<file path="src/rtl/event_timestamp_fifo.sv">
`default_nettype none
// ============================================================================
//  Module   : event_timestamp_fifo
//  Brief    : Timestamps rising edges of an asynchronous event line with the
//             {seconds, microseconds} since-boot counters and queues the
//             captures in a first-word-fall-through FIFO drained by
//             valid/ready.
//  Revision : 1.0  initial release
// ============================================================================
module event_timestamp_fifo #(
  parameter int FIFO_ADDR_WIDTH = 4,
  parameter int SYNC_STAGES     = 2
) (
  input  logic                     clk,
  input  logic                     rst,
  input  logic [31:0]              microsecondsSinceBoot,
  input  logic [31:0]              secondsSinceBoot,
  input  logic                     eventIn,
  input  logic                     enable,
  output logic                     tsValid,
  input  logic                     tsReady,
  output logic [31:0]              tsSeconds,
  output logic [31:0]              tsMicroseconds,
  output logic [FIFO_ADDR_WIDTH:0] fifoCount,
  output logic [31:0]              eventCount,
  output logic [15:0]              droppedCount,
  output logic                     overflow,
  input  logic                     overflowClear
);

  localparam int c_DEPTH  = 1 << FIFO_ADDR_WIDTH;
  localparam int c_HOLD_W = $clog2(SYNC_STAGES + 2);
  localparam logic [c_HOLD_W-1:0] c_HOLD_INIT = c_HOLD_W'(SYNC_STAGES + 1);
  localparam logic [FIFO_ADDR_WIDTH:0] c_PTR_ONE = {{FIFO_ADDR_WIDTH{1'b0}}, 1'b1};

  logic [SYNC_STAGES-1:0]   r_sync;
  logic                     r_prev;
  logic [c_HOLD_W-1:0]      r_holdoff;
  logic [FIFO_ADDR_WIDTH:0] r_wr_ptr;
  logic [FIFO_ADDR_WIDTH:0] r_rd_ptr;
  logic [63:0]              r_mem [c_DEPTH];
  logic [63:0]              r_head;
  logic [31:0]              r_event_count;
  logic [15:0]              r_dropped;
  logic                     r_overflow;

  logic                     w_sync_out;
  logic                     w_accept;
  logic                     w_empty;
  logic                     w_full;
  logic                     w_pop;
  logic                     w_write;
  logic                     w_drop;
  logic [FIFO_ADDR_WIDTH:0] w_wr_ptr_next;
  logic [FIFO_ADDR_WIDTH:0] w_rd_ptr_next;
  logic [63:0]              w_wr_data;

  assign w_sync_out = r_sync[SYNC_STAGES-1];
  // The holdoff blanks the first detect opportunity after reset, so a line
  // held high through reset is never mistaken for a fresh edge.
  assign w_accept   = w_sync_out & ~r_prev & enable & (r_holdoff == '0);

  assign w_empty = (r_wr_ptr == r_rd_ptr);
  assign w_full  = (r_wr_ptr[FIFO_ADDR_WIDTH] != r_rd_ptr[FIFO_ADDR_WIDTH]) &&
                   (r_wr_ptr[FIFO_ADDR_WIDTH-1:0] == r_rd_ptr[FIFO_ADDR_WIDTH-1:0]);
  assign w_pop   = ~w_empty & tsReady;
  // A pop in the same cycle frees the slot a full FIFO needs for the write.
  assign w_write = w_accept & (~w_full | w_pop);
  assign w_drop  = w_accept & w_full & ~w_pop;

  assign w_wr_ptr_next = w_write ? r_wr_ptr + c_PTR_ONE : r_wr_ptr;
  assign w_rd_ptr_next = w_pop   ? r_rd_ptr + c_PTR_ONE : r_rd_ptr;
  assign w_wr_data     = {secondsSinceBoot, microsecondsSinceBoot};

  // Synchronizer chain, edge-detect delay flop and post-reset holdoff counter.
  always_ff @(posedge clk or posedge rst) begin
    if (rst) begin
      r_sync    <= '0;
      r_prev    <= 1'b0;
      r_holdoff <= c_HOLD_INIT;
    end else begin
      r_sync <= {r_sync[SYNC_STAGES-2:0], eventIn};
      r_prev <= w_sync_out;
      if (r_holdoff != '0) begin
        r_holdoff <= r_holdoff - 1'b1;
      end
    end
  end

  // Storage array; holds no control state, so it needs no reset.
  always_ff @(posedge clk) begin
    if (w_write) begin
      r_mem[r_wr_ptr[FIFO_ADDR_WIDTH-1:0]] <= w_wr_data;
    end
  end

  // Read/write pointers; one extra MSB separates full from empty.
  always_ff @(posedge clk or posedge rst) begin
    if (rst) begin
      r_wr_ptr <= '0;
      r_rd_ptr <= '0;
    end else begin
      r_wr_ptr <= w_wr_ptr_next;
      r_rd_ptr <= w_rd_ptr_next;
    end
  end

  // Registered head entry; bypasses the array when the incoming write becomes
  // the new head, and holds its last value once the FIFO runs empty.
  always_ff @(posedge clk or posedge rst) begin
    if (rst) begin
      r_head <= '0;
    end else if (w_wr_ptr_next != w_rd_ptr_next) begin
      if (w_write && (r_wr_ptr[FIFO_ADDR_WIDTH-1:0] == w_rd_ptr_next[FIFO_ADDR_WIDTH-1:0])) begin
        r_head <= w_wr_data;
      end else begin
        r_head <= r_mem[w_rd_ptr_next[FIFO_ADDR_WIDTH-1:0]];
      end
    end
  end

  // Event statistics; a drop coincident with a clear leaves one drop recorded.
  always_ff @(posedge clk or posedge rst) begin
    if (rst) begin
      r_event_count <= '0;
      r_dropped     <= '0;
      r_overflow    <= 1'b0;
    end else begin
      if (w_accept) begin
        r_event_count <= r_event_count + 32'd1;
      end
      if (w_drop) begin
        r_overflow <= 1'b1;
        if (overflowClear) begin
          r_dropped <= 16'd1;
        end else if (r_dropped != 16'hFFFF) begin
          r_dropped <= r_dropped + 16'd1;
        end
      end else if (overflowClear) begin
        r_overflow <= 1'b0;
        r_dropped  <= '0;
      end
    end
  end

  assign tsValid        = ~w_empty;
  assign tsSeconds      = r_head[63:32];
  assign tsMicroseconds = r_head[31:0];
  assign fifoCount      = r_wr_ptr - r_rd_ptr;
  assign eventCount     = r_event_count;
  assign droppedCount   = r_dropped;
  assign overflow       = r_overflow;

endmodule
`default_nettype wire

</file>
<file path="config.mk">
export PLATFORM = sky130hd
export DESIGN_NAME = event_timestamp_fifo
export DESIGN_NICKNAME = d
export VERILOG_FILES = /design/src/rtl/event_timestamp_fifo.sv
export SDC_FILE = /design/constraint.sdc
export NUM_CORES = 2
export LEC_CHECK = 0
export BUFFER_PORTS_ARGS = -buffer_cell sky130_fd_sc_hd__buf_2
export CAP_MARGIN = 10
export CORE_ASPECT_RATIO = 1.2
export CORE_MARGIN = 10
export CORE_UTILIZATION = 46
export CTS_CLUSTER_SIZE = 40
export DETAILED_ROUTE_END_ITERATION = 7
export SYNTH_ARGS = -nofsm -noshare
export SYNTH_HDL_FRONTEND = slang
export SYNTH_SLANG_ARGS = --single-unit
export TNS_END_PERCENT = 10
</file>
<file path="constraint.sdc">
create_clock -name clk -period 4.12 [get_ports clk]
set_clock_uncertainty 0.1 [all_clocks]
set_input_delay 0.206 -clock clk [delete_from_list [all_inputs] [get_ports clk]]
set_output_delay 0.206 -clock clk [all_outputs]
set_load 0.01 [all_outputs]
</file>
==> results by stage <==
Status:
- The run finished with clean final reports.

Clocking:
- The clock tree buffer depth is 3.
- The clock drives 1152 sinks.
- The clock root buffer is clkbuf_16.
- CTS built an H-tree with a depth of 3.
- The clock reaches the later pin of the worst-skew pair after 0.74 ns.
- In this run, CTS created clock tree buffers numbering 119.
- Clock-pin slew was measured on the worst setup and hold paths at 0.06 ns.
- TritonCTS built the clock tree.
- The number of cells upsized or downsized after cts is 0.
- The total setup buffers inserted after CTS is 0.
- The post-cts hold buffer count is 69.

Timing:
- The final number of max-transition violations came to 0.
- Setup violations remaining at the end of the flow were counted as 0.
- The slew of the pin with the lowest slew margin is 1.17 ns.
- The total count of hold-check failures in the final report is 0.
- Timing would allow up to 259 MHz.
- The routed design could run at a clock period as short as 3.85 ns.
- After layout, the worst path uses 93.5% of the clock period.
- Setup repair after global routing left no endpoint under its margin.
- The final total negative setup slack is 0 ns.
- In this run the tightest slew margin relative to its limit is 22.1%.
- The worst hold slack after final layout is 0.0567 ns.

Worst hold path:
- The min-delay analysis places its worst path in the category primary input to register.

Worst setup path:
- For the worst setup path, the data arrival time is 4.37 ns.
- The category of the most critical setup path is register to register.
- The worst setup path is launched from a register.
- Of all nets on the critical path, the largest fanout is 27.
- The required arrival time at the worst endpoint is 4.64 ns.
- The nature of the critical path endpoint is a register.
- The setup slack on the worst flop-to-flop path is 0.27 ns.

Synthesis:
- The synthesized design contains 1024 enable-type register cells.
- The flip-flop and latch count after synthesis is 1152.
- The leading register cell type out of synthesis is edfxtp_1.
- The average footprint of a synthesized cell is 14.8 sq um.
- During synthesis, Yosys emitted a total of 0 warnings.
- Counting every net in the synthesized netlist gives 3766.
- The proportion of synthesized chip area in sequential cells is 62.3%.
- The number of distinct library cells after synthesis is 73.
- In the synthesized netlist the async set-or-reset flop fraction comes to 11.1%.
- In this run the cell area of the synthesized design comes to 54500 sq um.
- The cell count after synthesis is 3683.

Power and ir drop:
- The final total power is 0.0449 W.
- The leakage power summed over all cells is 21.6 nW.
- The power per unit of standard cell area is 720 nW/um^2.
- VDD sags by at most 0.826 mV.

Finish:
- In the final layout, the share of cells above drive strength 1 is 22.1%.
- Once layout is done, the placed cells without fillers occupy 62400 sq um.
- The area growth from synthesis to layout is 14.6%.
- The non-filler instance count after layout is 5527.
- The number of nets in the final layout is 3962.

Place:
- Routability-driven placement finished with a final weighted congestion of 0.817.
- During placement, the flow inserted port buffers numbering 188.
- The sum of net half-perimeters after detailed placement is 87.2 mm.
- After detailed placement, the design holds a cell count of 5229.
- After detailed placement, the total cell area comes to 57900 sq um.

GRT:
- The first global-routing pass estimated 230 mm of wire.
- The initial antenna violation count is 7.
- The total routing usage reported by global routing is 22.7%.
- The aggregate global routing overflow is 0.
- The via count of the first global-routing pass is 35.3k.
- Entering global routing, the biggest net connects 175 pins.

Flow run:
- The tool flagged a number of max-cap violations equal to 0.

Routing:
- The via count is 35.4k.
- The routed design has 155 mm of wire.
- In the final routed layout, each cell accounts on average for 28.1 um.
- After detailed routing, the number of vias per cell comes to 6.40.
- The detailed router finished its first iteration with 3212 violations.
- The detailed-routing iteration count for the pre-antenna-repair pass is 6.
- The count of nets left with antenna violations once routing finished came out at 0.
- The final routed DRC violation total is 0.

Floorplan:
- The die is 334 um wide.
- The initial core utilization is 46.2%.
- 189 I/O pins were placed.
- The number of placement rows is 138.
- The floorplan step set the die height to 397 um.
- The core footprint is 118000 sq um.
- The die covers 133000 sq um.
[critical path, cell delays in order, from the launching register on]
cell      delay (ns)
dfrtp_1         0.38
inv_2           0.20
ha_1            0.34
and4_1          0.26
a21boi_4        0.43
o21ai_1         0.20
xnor2_2         0.30
a31oi_1         0.14
or4_4           0.61
buf_4           0.36
mux2_4          0.39
[area by class of cell]
type	instances	area [sq um]
fillers	9639	55400
flip-flops and latches	1152	34000
multi-input cells	2191	19300
clock buffers	192	3490
repair buffers	390	3330
well taps	1540	1930
clock inverters	34	270
inverters	25	101
diodes	3	7.51
[sequential cells by signal, summed over array words and instances, names as in the netlist]
signal,count
eventCount,32
r_sync,2
r_prev,1
r_wr_ptr,5
r_head,64
r_mem,1024
droppedCount,16
r_holdoff,2
r_rd_ptr,5
overflow,1
[stage by stage]
step,worst slack (ns),util (%)
floorplan,0.0357,-
global placement,0.373,49.2
CTS,0.275,53.0
global route,0.142,53.0
finish,0.266,53.0
detailed placement,0.346,49.2
[metal layers]
| metal | track usage (%) | vias to the layer above | wire length [um] |
|---|---|---|---|
| li1 | - | 15400 | - |
| met1 | 29.9 | 18400 | 65000 |
| met2 | 38.4 | 1335 | 76100 |
| met3 | 3.42 | 252 | 9880 |
| met4 | 7.66 | 8 | 4130 |
| met5 | 0 | - | 47 |
[final timing paths]
path	startpoint	to	cells after the start
setup reg to reg	r_rd_ptr[3]	r_head[36]	10
hold / removal	eventIn	r_sync[0]	2
max in group asynchronous	rst	r_head[36]	4
setup / recovery	r_rd_ptr[3]	r_head[36]	10
min in group asynchronous	rst	eventCount[16]	3
hold reg to reg	r_sync[0]	r_sync[1]	0
[where the power goes]
group	internal [W]	switching, W	total, W	leakage (nW)
registers	0.0135	0.000641	0.0141	10.8
clock network	0.00591	0.00453	0.0104	1.84
logic	0.00877	0.0116	0.0204	8.96
total	0.0281	0.0168	0.0449	21.6
[Yosys cell counts (all sizes together), types with 33 or more instances]
master | n | share of area (%)
o22ai | 100 | 1.1
o21ai | 41 | 0.38
buf | 87 | 0.81
edfxtp | 1024 | 56
dfrtp | 126 | 5.8
xnor2 | 46 | 0.74
mux2 | 195 | 4.4
o221ai | 49 | 0.79
o31ai | 56 | 0.77
mux4 | 153 | 6.3
nand2 | 106 | 0.73
clkbuf | 228 | 1.6
nor3 | 33 | 0.30
a32oi | 86 | 1.4
nand4 | 58 | 0.68
mux2i | 455 | 8.4
a21oi | 202 | 1.9
nor2 | 62 | 0.43
nand3 | 259 | 2.4
[kinds of logic (layout without fill, tap and decap cells)]
| logic type | Yosys count | after routing | synth area share [%] |
|---|---|---|---|
| DFF | 1152 | 1152 | 62.3 |
| and+or+nand+nor | 612 | 612 | 5.67 |
| adders and majority gates | 13 | 13 | 0.312 |
| buffers and inverters | 340 | 641 | 2.55 |
| muxes | 803 | 803 | 19.1 |
| xor gates and xnor gates | 70 | 70 | 1.13 |
| other | 0 | 3 | 0 |
| AOI/OAI and AO/OA | 693 | 693 | 8.91 |
[cells in the final DEF, fill, tap and decap left out, types with 100 or more instances in the layout]
cell and instances:
edfxtp_1 1024, mux2i_1 455, nand3_1 259, a21oi_1 200, buf_2 188, mux4_2 153, mux2_2 143, dfrtp_1 124
clkbuf_16 120, nand2_1 106, o22ai_1 100
(Power assumes the default switching activity.)
